===== src/rtl/mvc_pkg.sv =====
// rtl/mvc_pkg.sv - shared types and constants for the max value counter
package mvc_pkg;

  typedef enum logic [1:0] {
    IDLE   = 2'd0,
    COUNT  = 2'd1,
    FINISH = 2'd2
  } mvc_state_t;

  localparam int LIMIT_W_DEF = 6;

  // Matches the upstream max_value constant (20)
  localparam logic [5:0] LIMIT_DEF = 6'h14;

endpackage


===== src/rtl/max_value_counter.sv =====
// rtl/max_value_counter.sv - latches a limit on start, counts accepted beats, pulses wrap and done
module max_value_counter
  import mvc_pkg::*;
#(
  parameter int LIMIT_W = LIMIT_W_DEF,
  parameter int WRAPS   = 3,
  parameter int IN_W    = 32
) (
  input  logic               clk,
  input  logic               rst_n,
  input  logic [IN_W-1:0]    limit_in,
  input  logic               start,
  input  logic               inc_valid,
  output logic               inc_ready,
  output logic [LIMIT_W-1:0] count,
  output logic               wrap,
  output logic               done,
  output logic               busy,
  output logic               sat_err
);

  mvc_state_t         state;
  mvc_state_t         next_state;
  logic [LIMIT_W-1:0] lim;
  logic [3:0]         wrap_cnt;

  logic               over;
  logic [LIMIT_W-1:0] sel_lim;
  logic               accept;
  logic               last_beat;
  logic               last_wrap;

  // A limit wider than the counter saturates to all-ones instead of truncating
  assign over    = |limit_in[IN_W-1:LIMIT_W];
  assign sel_lim = over ? '1 : limit_in[LIMIT_W-1:0];

  assign inc_ready = (state == COUNT);
  assign busy      = (state == COUNT);
  assign accept    = inc_valid && (state == COUNT);
  assign last_beat = (count == lim - LIMIT_W'(1));
  assign last_wrap = (wrap_cnt == 4'(WRAPS - 1));

  always_comb begin
    next_state = state;
    case (state)
      IDLE: begin
        if (start) begin
          next_state = (sel_lim == '0) ? FINISH : COUNT;
        end
      end
      COUNT: begin
        if (accept && last_beat && last_wrap) begin
          next_state = FINISH;
        end
      end
      FINISH:  next_state = IDLE;
      default: next_state = IDLE;
    endcase
  end

  always_ff @(posedge clk) begin
    if (!rst_n) begin
      state    <= IDLE;
      lim      <= LIMIT_W'(LIMIT_DEF);
      count    <= '0;
      wrap_cnt <= '0;
      wrap     <= 1'b0;
      done     <= 1'b0;
      sat_err  <= 1'b0;
    end else begin
      state <= next_state;
      wrap  <= 1'b0;
      // done trails the FINISH state by one edge, like wrap trails its beat
      done  <= (state == FINISH);
      case (state)
        IDLE: begin
          if (start) begin
            lim      <= sel_lim;
            count    <= '0;
            wrap_cnt <= '0;
            if (over) begin
              sat_err <= 1'b1;
            end
          end
        end
        COUNT: begin
          if (accept) begin
            if (last_beat) begin
              count    <= '0;
              wrap     <= 1'b1;
              wrap_cnt <= wrap_cnt + 4'd1;
            end else begin
              count <= count + LIMIT_W'(1);
            end
          end
        end
        FINISH: begin
          count <= '0;
        end
        default: begin
          count <= '0;
        end
      endcase
    end
  end

endmodule


===== config.mk =====
export PLATFORM = sky130hd
export DESIGN_NAME = max_value_counter
export DESIGN_NICKNAME = d
export VERILOG_FILES = /design/src/rtl/mvc_pkg.sv /design/src/rtl/max_value_counter.sv
export SDC_FILE = /design/constraint.sdc
export NUM_CORES = 1
export LEC_CHECK = 0
export CAP_MARGIN = 10
export CORE_MARGIN = 8
export CORE_UTILIZATION = 41
export CTS_CLUSTER_SIZE = 8
export DETAILED_ROUTE_END_ITERATION = 12
export PLACE_DENSITY = 0.74
export SLEW_MARGIN = 20
export SYNTH_ARGS = -nofsm -noshare
export SYNTH_HDL_FRONTEND = slang
export SYNTH_SLANG_ARGS = --single-unit

===== constraint.sdc =====
create_clock -name clk -period 3.51 [get_ports clk]
set_clock_uncertainty 0.2 [all_clocks]
set_input_delay 0.8775 -clock clk [delete_from_list [all_inputs] [get_ports clk]]
set_output_delay 0.8775 -clock clk [all_outputs]
set_load 0.02 [all_outputs]

# Word level (Yosys, flattened, before mapping)
# Cells that the tools add are included.
# classes
n_mul	0
order_cmp	0
shift	0
n_addsub	3
eq_ne	8
div	0
reduce_logical	13
bitwise	0
muxes	14
# op_table
op	n
$reduce_or A26 Y1	1
$mux W6	4
$mux W4	3
$pmux W6 S2	1
$pmux W4 S2	1
$add A6 B1 Y6 const B	1
$eq A6 B6 Y1	1
$logic_not A6 Y1	1
$mux W2	3
$ne A2 B1 Y1 const B	3
$reduce_and A2 Y1	3
$reduce_and A3 Y1	2
$sub A6 B1 Y6 const B	1
$add A4 B1 Y4 const B	1
$eq A4 B2 Y1 const B	1
$pmux W2 S2	1
$reduce_and A4 Y1	1
$logic_and A1 B1 Y1	3
$eq A2 B1 Y1 const B	1
$eq A2 B2 Y1 const B	1
$logic_not A2 Y1	1
$ne A2 B2 Y1 const B	1
$reduce_bool A2 Y1	1
$mux W1	1
# word_totals
latchBits	0
mem_count	0
ramBits	0
mem_bits_ro	0
out_inout_bits	11
regBits	21

# Depth between registers and ports, before layout
# Gate-level depths: netlist (run 1).
# depth
depth_word	6
mapped_depth	8
ltp_nobuf	7

# Least setup slack after synthesis (run 1)
# No wires, ideal clock.
# synth_path
path_kind	input to register
startpoint	in start
endpoint	reg wrap_cnt[3]
arrival_ps	2218
stages	6
required_ps	3239
path_buffers	1
setup_slack_ps	1021
path_cell_list	or3b_2 clkbuf_1 nand2_1 or4_1 o32a_1 o21ai_1
# synth_via
elab_chain_len	2
# synth_rtl
item	line	source
from (decl)	max_value_counter.sv:12	input logic start,
$ne A2 B2 Y1 (no source line)	-	
$reduce_and A4 Y1 (no source line)	-	
to (signal assigned)	max_value_counter.sv:91	wrap_cnt <= wrap_cnt + 4'd1;
to (decl)	max_value_counter.sv:25	logic [3:0] wrap_cnt;
# Every way passes these cells.
# A chain may end at the register's enable or synchronous reset.

# Final worst setup path (run 1)
# layout_path
startpoint	reg state[0]
endpoint	out busy
# layout_via
elab_chain_len	1
# layout_rtl
item	line	source
from (decl)	max_value_counter.sv:22	mvc_state_t state;
from (signal assigned)	max_value_counter.sv:71	state <= next_state;
$eq A2 B1 Y1	max_value_counter.sv:38	assign busy = (state == COUNT);
to (decl)	max_value_counter.sv:18	output logic busy,
# Every way passes these cells.

==> results.md, run 1 <==
* Status: completed
* Vias per Instance at 5.61
* Crit-path max FO at 12
* Layout cells sized above 1 at 5.61%
* Synthesized area per cell at 7.70 um^2
* Cts-stage hold buffer count at 0
* Starting Density at 43.1%
* Synth Flop Type: dfxtp_1
* Ant diodes at 0
* Stages on worst setup path at 3
* Critical path's slowest cell: clkdlybuf4s50_1
* #FFs+latches synth at 21
* Antenna-violating nets left at 0
* Clock buffer depth at 2
* Final WS setup at 0.462 ns
* Crit path time final at 3.05 ns
* # IOs at 47
* Wire length per cell at 14.9 um
* Setup CP Type: register to output pin
* Place WS at 0.625 ns
* Worst hold margin at 0.287 ns
* Crit-path max cell delay at 0.68 ns
* CTS tree: yes
* Fin area at 1840 um^2
* Synth unique cells at 42
* Routed WL at 3850 um
* Placed cells at 254
* Final Setup Violations at 0
* Hold Crit Class: register to register
* Later-pin clock latency in the skew report at 0.30 ns
* Critical Path, Cell by Cell: nand2b_1 > inv_1 > clkdlybuf4s50_1
* Post-Syn Area at 1320 um^2
* RePlAce Congestion at 0.851
* Resize count post-CTS at 0
* Die area at 5280 um^2
* GR Layer Usage met2 at 25.5%
* Multi-input logic area at 832 um^2
* RSZ-0062 raised after global routing: no
* Yosys warns at 0
* Number of DRC markers in iteration 0 at 124
* Setup total negative slack at 0 ns
* GRT Residual Overflow at 0
* FP Rows at 20
* Worst-Margin Slew at 0.616 ns
* CTS buffer count at 3
* HPWL after DPL at 3050 um
* CP Data Required Time at 2.43 ns
* DR pass1 iterations at 4
* DRC Markers at 0
* First-pass GRT wire length at 6420 um
* Lkg Pwr at 0.655 nW
* Clk sinks at 21
* EDFF count, synth at 0
* Met3 Use GR at 3.30%
* Crit path max-delay family: buffers and inverters
* GR Layer Usage met1 at 17.6%
* PortBufs at 46
* Clock Pin Slew Worst Setup and Hold Paths at 0.12 ns
* Reg area at 420 um^2
* CTS root buf: clkbuf_4
* Largest net degree at the start of global routing at 15
* Synthesized instance count at 171
* Reg2reg path depth at 7
* Post-CTS Setup Bufs at 0
* Tot GR Track Use at 14.9%
* CP Capture Type: output pin
* Busiest grt layer: met2
* Crit path arrival time at 1.97 ns
* Peak supply drop at 0.199 mV
* Die W at 72.7 um
* Tcrit/Tclk final at 86.8%
* Core Region at 3050 um^2
* Synth async-reset ratio at 0%
* Hold Vio Cnt, Final at 0
* Syn_nets at 211
* Vert. Die Dim at 72.7 um
* Vias in the first global route at 1,430
* Vias at 1,447
* Proportion of synthesized chip area in sequential cells at 31.9%
* Area grow syn2layout at 39.8%
* Slew Viols, Final at 0
* Max Cap Violations at 0
* Area post-placement at 1810 um^2
* Fin cells at 258
* H-tree Lvls at 1
* Max Clk Rate at 328 MHz
* Total power at 0.570 mW
* Antenna violations before repair at 0
* Buf/Inv on CP at 2
* Fillers at 278
* Crit path launch type: register
* Pwr/cell area at 310 nW/um^2
* Post-layout util at 60.3%
* Slew HR at 58.5%
* Hold Path Depth at 2
* Layout Nets at 255
## where the power goes
group | leakage [nW] | total, mW | switching [mW] | internal, mW
sequential | 0.171 | 0.269 | 0.0174 | 0.251
clock | 0.0177 | 0.119 | 0.0761 | 0.0425
combinational | 0.466 | 0.183 | 0.0974 | 0.0853
total | 0.655 | 0.570 | 0.191 | 0.379
## placed cells by master, fill, tap and decap left out, drive strengths merged, types with 2 or more instances in the layout
cell type       n
a211oi          4
a21oi           3
a31oi           2
and4            2
buf             3
clkbuf          3
clkdlybuf4s50  46
dfxtp          21
ha              4
inv             6
nand2          14
nand2b          5
nand3          16
nand3b          2
nand4           2
nand4b          2
nor2           15
nor2b           3
nor3            9
nor4           12
o211ai          2
o21ai           8
o22ai           4
o31a            2
or3             2
or4             3
xnor2           3
xor2            3
## metal layers
layer  share of wire (%)  up-vias
met4                 1.1        0
li1                    -      721
met2                  51       55
met5                   0        -
met3                 7.8        4
met1                  40      667
## sequential cells by signal (all words and copies together) (netlist names)
register,cells
count,6
done,1
lim,6
sat_err,1
state,2
wrap,1
wrap_cnt,4
## path summary, 6_finish.rpt
kind / slack [ns] / endpoint / start
worst max-delay path: 0.46 / busy / state[0]
worst min-delay path: 0.29 / sat_err / sat_err
worst max register to register: 0.66 / wrap_cnt[2] / lim[0]
worst min register to register: 0.29 / sat_err / sat_err
## cell usage after synthesis, drive strengths merged (2+ instances only)
master  number  area share (%)
a31oi        2            0.95
nand2b       5             2.4
nor2b        3             1.4
a21oi        3             1.1
o31a         2             1.3
a211oi       4             2.7
nor3         9             3.4
nand3       16             6.1
nor4        12             6.2
xnor2        3             2.0
inv          6             1.7
and4         2             1.3
nand4        2            0.95
o21ai        8             3.0
o22ai        4             1.9
nand3b       2             1.1
or3          2            0.95
nand2       14             4.0
clkbuf       9             2.6
or4          3             1.7
nand4b       2             1.3
dfxtp       21              32
ha           4             3.8
xor2         3             2.0
nor2        15             4.3
o211ai       2             1.1
## logic make-up (layout without fill, tap and decap cells)
| group | Yosys count | after routing | synth area share [%] |
|---|---|---|---|
| AOI/OAI and AO/OA | 30 | 30 | 15.6 |
| xor gates and xnor gates | 6 | 6 | 3.99 |
| adders and majority gates | 4 | 4 | 3.80 |
| buffers and inverters | 16 | 59 | 4.85 |
| DFF | 21 | 21 | 31.9 |
| and+or+nand+nor | 94 | 94 | 39.8 |
## worst register-to-register path, cell delays in order (launching register included)
cell     delay [ns]
dfxtp_1        0.41
inv_1          0.09
ha_1           0.31
xor2_1         0.13
nand2_1        0.11
or4b_1         0.71
o21ai_0        0.60
o21ai_0        0.18
## cell type report
class,instances,area share (%)
Clock inverter,1,0.272
Tap cell,44,2.99
Sequential cell,21,22.8
Multi-Input combinational cell,134,45.2
Clock buffer,3,1.22
Timing Repair Buffer,49,26.2
Inverter,6,1.22
Power figures use the tool's default switching activity.
==> run 2, diff against run 1 <==
- CAP_MARGIN: 10 -> 20
==> results of run 2 <==
The final DEF is identical to that of run 1; final timing and power are the same.
==> run 3, diff against run 2 <==
- CORE_UTILIZATION: 41 -> 40
- PLACE_DENSITY: 0.74 -> 0.75
- clock period: 3.51 -> 2.6 ns (I/O delays scaled with it)
==> results.md, run 3 (synthesized netlist as in run 1, its figures left out) <==
* CP Capture Type: register
* Peak supply drop at 0.317 mV (+59%)
* Core Region at 3260 um^2 (+6.7%)
* R2R setup slack at 0.14 ns (-0.52 ns)
* Post-layout util at 58.8% (-1.5 points)
* Pwr/cell area at 413 nW/um^2 (+33%)
* Most frequent cells in the layout: 44 x clkdlybuf4s50_1, 21 x dfxtp_1, 16 x nand3_1
* Starting Density at 40.4% (-2.7 points)
* Most common cell after layout, fill and taps aside: clkdlybuf4s50_1
* Largest registers: count x6, lim x6, wrap_cnt x4
* Reg2reg path depth at 6 (-1)
* Vias at 1,455 (+0.55%)
* Crit path time final at 2.46 ns
* CTS buffer count at 3 (unchanged)
* Crit-path max cell delay at 0.55 ns (-0.13 ns)
* FP Rows at 21 (+5.0%)
* Die W at 73.4 um (+0.97%)
* Worst hold path startpoint: sat_err
* Number of DRC markers in iteration 0 at 101 (-19%)
* CTS tree: yes
* Clock Pin Slew Worst Setup and Hold Paths at 0.12 ns (about the same)
* RePlAce Congestion at 0.847 (-0.43%)
* Crit path launch type: register
* Hold Path Depth at 2 (unchanged)
* Tot GR Track Use at 14.8% (-0.14 points)
* Post-CTS Setup Bufs at 0 (unchanged)
* GRT Residual Overflow at 0 (unchanged)
* Crit path arrival time at 2.49 ns (+0.52 ns)
* PortBufs at 46 (unchanged)
* Antenna violations before repair at 0 (unchanged)
* Lkg Pwr at 0.703 nW (+7.3%)
* Area grow syn2layout at 45.4%
* Layout cells sized above 1 at 9.38% (+3.8 points)
* Antenna-violating nets left at 0 (unchanged)
* Vert. Die Dim at 73.4 um (+0.97%)
* Routed WL at 3850 um (-0.16%)
* DRC Markers at 0 (unchanged)
* Crit-path max FO at 3 (-9)
* Die area at 5380 um^2 (+1.9%)
* Setup total negative slack at 0 ns (unchanged)
* Tcrit/Tclk final at 94.5%
* Largest net degree at the start of global routing at 23 (+8)
* H-tree Lvls at 1 (unchanged)
* Vias per Instance at 5.39 (-3.9%)
* Hold Vio Cnt, Final at 0 (unchanged)
* CP Data Required Time at 2.63 ns (+0.20 ns)
* Slew Viols, Final at 0 (unchanged)
* Total power at 0.790 mW (+39%)
* Setup CP Type: register to register
* First-pass GRT wire length at 6380 um (-0.65%)
* # IOs at 47 (unchanged)
* Capturing point of the worst reg2reg path: state[1]
* Max Clk Rate at 407 MHz
* Clk sinks at 21 (unchanged)
* Status: completed
* Critical Path, Cell by Cell: buf_4 > nor4_2 > a21oi_1 > or4b_1 > or4_1 > a211oi_2
* Slew HR at 76.2% (+18 points)
* Later-pin clock latency in the skew report at 0.30 ns (about the same)
* DR pass1 iterations at 4 (unchanged)
* Clock buffer depth at 2 (unchanged)
* Hold Crit Class: register to register
* Wire length per cell at 14.3 um (-4.6%)
* HPWL after DPL at 3060 um (+0.35%)
* Ant diodes at 0 (unchanged)
* Critical path's slowest cell: or4_1
* CTS root buf: clkbuf_4
* Vias in the first global route at 1,425 (-0.35%)
* R2R Path Start: lim[0]
* WHS Endpoint: sat_err
* Layout Nets at 265 (+3.9%)
* Worst-Margin Slew at 0.355 ns (-0.261 ns)
* Final Setup Violations at 0 (unchanged)
* Max Cap Violations at 0 (unchanged)
* RSZ-0062 raised after global routing: no
[run 3: cell types whose count changed in the layout (fill, tap and decap cells not counted)]
cell             change
clkdlybuf4s50_1      -2
dlygate4sd2_1        +2
buf_4               +10
clkinv_2             -1
clkbuf_1             +1
[run 3: timing repair]
action,in CTS,in global routing
setup endpoints to repair,2,0
hold buffers,0,0
resized for setup,2,0
[run 3: worst max-delay path: cells and delay by family (launching register included)]
family | cells | cell delay, ns
flip-flops | 1 | 0.33
AND/OR/NAND/NOR | 3 | 1.40
AO/OA/AOI/OAI | 2 | 0.32
buffers and inverters | 1 | 0.14
[run 3: power breakdown]
part / switching, mW / leakage [nW] / internal, mW
logic: 0.138 / 0.517 / 0.133
registers: 0.0209 / 0.171 / 0.339
clock network: 0.0987 / 0.0150 / 0.0598
[run 3: area by class of cell]
cell class	count	area (um^2)
fill	313	1340
multi-input combinational	134	832
timing repair buffer	59	556
sequential	21	420
tap	46	57.6
clock buffer	4	26.3
inverter	6	22.5
[run 3: per-stage QoR]
stage / cell area (um^2) / std cells / setup WS (ns) / hold WS, ns
floorplan: 1320 / 171 / 0.197 / 0.262
global placement: 1890 / 266 / 0.112 / 0.278
detailed placement: 1890 / 266 / 0.109 / 0.269
CTS: 1910 / 270 / 0.127 / 0.298
global route: 1910 / 270 / 0.00561 / 0.345
finish: 1910 / 270 / 0.142 / 0.289
[run 3: metal layers]
metal  up-vias  GRT usage [%]  share of wire (%)
li1        738              -                  -
met1       668           16.7                 41
met2        45           26.9                 52
met3         4           3.68                5.7
met4         0           3.10                1.3
met5         -              0                  0
[run 3: worst max-delay path by stage]
stage,startpoint,endpoint,slack [ns],cells after the start
floorplan,lim[0],state[1],0.20,7
global placement,inc_valid,wrap_cnt[3],0.11,6
detailed placement,inc_valid,wrap_cnt[3],0.11,6
CTS,lim[0],state[1],0.13,7
global route,lim[0],state[1],0.006,7
finish,lim[0],state[1],0.14,6
